<file path="config.mk">
export PLATFORM = sky130hd
export DESIGN_NAME = ground_scroller
export DESIGN_NICKNAME = d
export VERILOG_FILES = /design/src/rtl/ground_scroller.sv
export SDC_FILE = /design/constraint.sdc
export NUM_CORES = 1
export LEC_CHECK = 0
export CORE_ASPECT_RATIO = 0.5
export CORE_MARGIN = 2
export CORE_UTILIZATION = 38
export DETAILED_ROUTE_END_ITERATION = 6
export HOLD_SLACK_MARGIN = 0.08
export PLACE_DENSITY = 0.65
export SYNTH_ARGS = -nofsm -noshare
export SYNTH_HDL_FRONTEND = slang
export SYNTH_SLANG_ARGS = --single-unit
</file>
<file path="constraint.sdc">
create_clock -name vga_clk -period 2.6 [get_ports vga_clk]
set_input_delay 0.39 -clock vga_clk [delete_from_list [all_inputs] [get_ports vga_clk]]
set_output_delay 0.39 -clock vga_clk [all_outputs]
set_load 0.01 [all_outputs]
</file>
<file path="src/rtl/ground_scroller.sv">
// Ground strip pixel source for the dinosaur game: a horizon line plus pebble texture,
// scrolled once per frame. It also exports the scroll offset and a saturating odometer.
module ground_scroller #(
  parameter int GROUND_ROW = 400
) (
  input  logic        vga_clk,
  input  logic        clrn,
  input  logic [8:0]  row_addr,
  input  logic [9:0]  col_addr,
  input  logic        rdn,
  input  logic        vs,
  input  logic        run,
  input  logic [2:0]  speed,
  output logic        px_ground,
  output logic [9:0]  scroll_pos,
  output logic [15:0] distance
);

  localparam logic [8:0] ROW_LO = 9'(GROUND_ROW);
  localparam logic [8:0] ROW_HI = 9'(GROUND_ROW + 7);

  logic        vs_d;
  logic        tick;
  logic        tick_q;
  logic [2:0]  step_q;
  logic [16:0] dist_sum;

  // vs_d resets high so a vs already high at reset release is not seen as an edge.
  assign tick = vs & ~vs_d;

  // run/speed are captured on the tick cycle; the offset moves one cycle later.
  always_ff @(posedge vga_clk or negedge clrn) begin
    if (!clrn) begin
      vs_d   <= 1'b1;
      tick_q <= 1'b0;
      step_q <= 3'd0;
    end else begin
      vs_d   <= vs;
      tick_q <= tick;
      if (tick) begin
        step_q <= run ? speed : 3'd0;
      end
    end
  end

  assign dist_sum = {1'b0, distance} + {14'd0, step_q};

  always_ff @(posedge vga_clk or negedge clrn) begin
    if (!clrn) begin
      scroll_pos <= 10'd0;
      distance   <= 16'd0;
    end else if (tick_q) begin
      scroll_pos <= scroll_pos + {7'd0, step_q};
      distance   <= dist_sum[16] ? 16'hffff : dist_sum[15:0];
    end
  end

  logic [9:0] x;
  logic [8:0] r;
  logic       in_strip;

  assign x        = col_addr + scroll_pos;
  assign r        = row_addr - ROW_LO;
  assign in_strip = (row_addr >= ROW_LO) && (row_addr <= ROW_HI);

  always_comb begin
    px_ground = 1'b0;
    if (!rdn && in_strip) begin
      case (r[2:0])
        3'd0, 3'd1: px_ground = 1'b1;
        3'd3:       px_ground = (x[5:0] < 6'd3);
        3'd5:       px_ground = (x[6:0] >= 7'd40) && (x[6:0] <= 7'd43);
        3'd7:       px_ground = (x[7:0] >= 8'd100) && (x[7:0] <= 8'd101);
        default:    px_ground = 1'b0;
      endcase
    end
  end

endmodule

</file>
==> results.py <==
metrics = {
    "sta": {
        "clock_skew_ps": 4.37,
        "fin_crit_sh_pct": 105,
        "worstMarginPinSlew_ps": 428,
        "rsz0062_at_grt": "yes",
        "worst_slack_ps": -141,
        "finalHoldViolations": 0,
        "max_slew_margin_pct": 71.3,
        "timing.fmax_ghz": 0.365,
        "hold_slack_ps": 469,
        "drv_slew": 0,
        "period_needed_ps": 2740,
        "setup_viol": 1,
    },
    "run_status": {
        "outcome": "complete, but fails checks",
        "violations": "negative setup slack",
    },
    "clock_network": {
        "clock_path_buffers": 2,
        "cts.sinks": 31,
        "tritoncts": "yes",
        "clk_pin_slew_ps": 60,
        "cts_hold_buf": 0,
        "insertion_delay_ps": 280,
        "cts_root_buf": "clkbuf_8",
        "cts_buffers": 5,
        "cts_max_level": 2,
    },
    "global_routing": {
        "overflow": 0,
        "grt_max_degree": 32,
        "antenna_found_initial": 0,
        "grt_pass1_vias": 1628,
        "grtUsageTotal_pct": 16.1,
        "grt_first_pass_wirelength_mm": 7.20,
    },
    "route": {
        "drt-wirelength-per-cell_um": 13.1,
        "drtIter0Drc": 48,
        "vias": 1666,
        "ant_nets": 0,
        "viasPerCell": 4.91,
        "drc": 0,
        "drt-pass1-iter-count": 5,
        "wl_mm": 4.45,
    },
    "floorplan": {
        "dieWidth_um": 106,
        "die_area_mm2": 0.00583,
        "rows": 18,
        "die_h_um": 55.0,
        "ios": 54,
        "coreArea_mm2": 0.00498,
        "start_util_pct": 39.7,
    },
    "final_layout": {
        "area_growth_pct": 46.7,
        "final_common_cell": "clkdlybuf4s50_1",
        "final_cell_mix": "clkdlybuf4s50_1, dfrtp_1, nand2_1, buf_4",
        "fill_cells": 427,
        "finalNonFillerCells": 339,
        "finalInstanceArea_mm2": 0.00290,
        "drive_above_1_share_pct": 20.4,
        "fin_nets": 312,
        "num_antenna_cells": 0,
        "fin_util_pct": 58.3,
    },
    "setup_path": {
        "crit_path_start_kind": "flip-flop",
        "cp_max_fo": 4,
        "crit_required_ps": 2210,
        "worst-setup-path-type": "reg2out",
        "cp.arrival_ps": 2350,
        "cp-end-kind": "output pin",
    },
    "logic_synthesis": {
        "synth-seq-cells": 31,
        "ys_seq_area_share_pct": 39.3,
        "synth_warnings": 0,
        "synth_nets": 237,
        "synth_flop_cell": "dfrtp_1",
        "yosys.cell_types.count": 52,
        "synth_edf_count": 0,
        "avgSynthCellArea_um2": 10.2,
        "async_flop_share_pct": 100,
        "syn-cell-area_mm2": 0.00198,
        "postSynthCellCount": 194,
    },
    "power_and_ir_drop": {
        "p_per_area_mw_per_mm2": 808,
        "p_total_mw": 2.35,
        "ir_drop_mv": 0.282,
        "power_leakage_nw": 1.35,
    },
    "placed_design": {
        "post_dp_cell_area_mm2": 0.00269,
        "place_congestion": 0.876,
        "dpl.cell_count": 330,
        "hpwl_mm": 3.18,
        "portBuffers": 51,
    },
    "worst_hold_path": {
        "min_path_type": "reg2reg",
    },
    "job": {
        "cap_violations": 0,
    },
}
==> synthesized netlist by cell type, types with 6 or more instances <==
master	n	area share [%]
ha_1	13	8.2
inv_1	10	1.9
a21oi_1	8	2.0
xor2_1	8	3.5
nor2b_1	6	1.9
nand2_1	23	4.4
nor2_1	11	2.1
o21ai_0	7	1.8
nand3_1	6	1.5
xnor2_1	13	5.8
dfrtp_1	30	38
==> worst paths after layout <==
kind,startpoint,endpoint,slack [ps],cells after the start
worst max register to register,step_q[0],distance[12],470,9
min in group asynchronous,clrn,distance[12],500,2
max in group asynchronous,clrn,vs_d,1780,2
worst min register to register,scroll_pos[9],scroll_pos[9],470,1
worst max-delay path,scroll_pos[0],px_ground,-140,9
worst min-delay path,scroll_pos[9],scroll_pos[9],470,1
==> cell type report <==
type | count | area (µm²) | share of cell area [%]
Inverter | 10 | 37.5 | 1.29
Tap cell | 70 | 87.6 | 3.02
Multi-Input combinational cell | 150 | 1250 | 43.0
Clock buffer | 6 | 82.6 | 2.85
Timing Repair Buffer | 71 | 664 | 22.9
Clock inverter | 1 | 5.00 | 0.172
Sequential cell | 31 | 777 | 26.8
==> routing by layer <==
layer  up-vias  GRT usage, %  share of wire [%]
li1        839             -                  -
met5         -             0                  0
met3         5          3.63                3.5
met2        31          30.9                 52
met4         0          6.58                1.2
met1       791          18.4                 44
==> logic make-up (layout without fill, tap and decap cells) <==
kind of cell	Yosys count	in the layout	share of synthesized area [%]
fa+ha+maj	16	16	11.3
flops	31	31	39.3
compound gates	38	38	14.5
simple gates	70	70	20.1
buf+inv	13	88	2.91
xor+xnor	21	21	9.30
mux	5	5	2.66
==> where the power goes <==
part | total, mW | switching [mW] | leakage [nW] | internal [mW]
Clock | 0.378 | 0.171 | 0.0470 | 0.207
Sequential | 0.693 | 0.111 | 0.402 | 0.582
Combinational | 1.27 | 0.575 | 0.899 | 0.699
==> flip-flops by register name, summed over array words and instances (netlist names) <==
signal      cells
vs_d            1
tick_q          1
distance       16
step_q          3
scroll_pos     10
==> critical path, cell delays in order (launching register included) <==
cell       delay, ps
dfrtp_1          390
ha_2             190
fa_2             400
a21oi_4          230
o2111ai_2        150
nor3b_2          200
a211oi_2         170
a21oi_2           70
o2bb2ai_1        130
buf_2            150
==> per-stage QoR <==
step	setup slack, ps	TNS, ps
after floorplan	145	0
final	-141	-141
after global routing	-293	-293
after CTS	-213	-213
after detailed placement	-811	-811
after global placement	-739	-739
==> timing repair <==
item,in CTS,in global routing
buffers inserted,1,1
gates cloned,0,0
resized for setup,14,10
setup endpoints to repair,1,1
pin swaps,8,8
(Power assumes the default switching activity.)
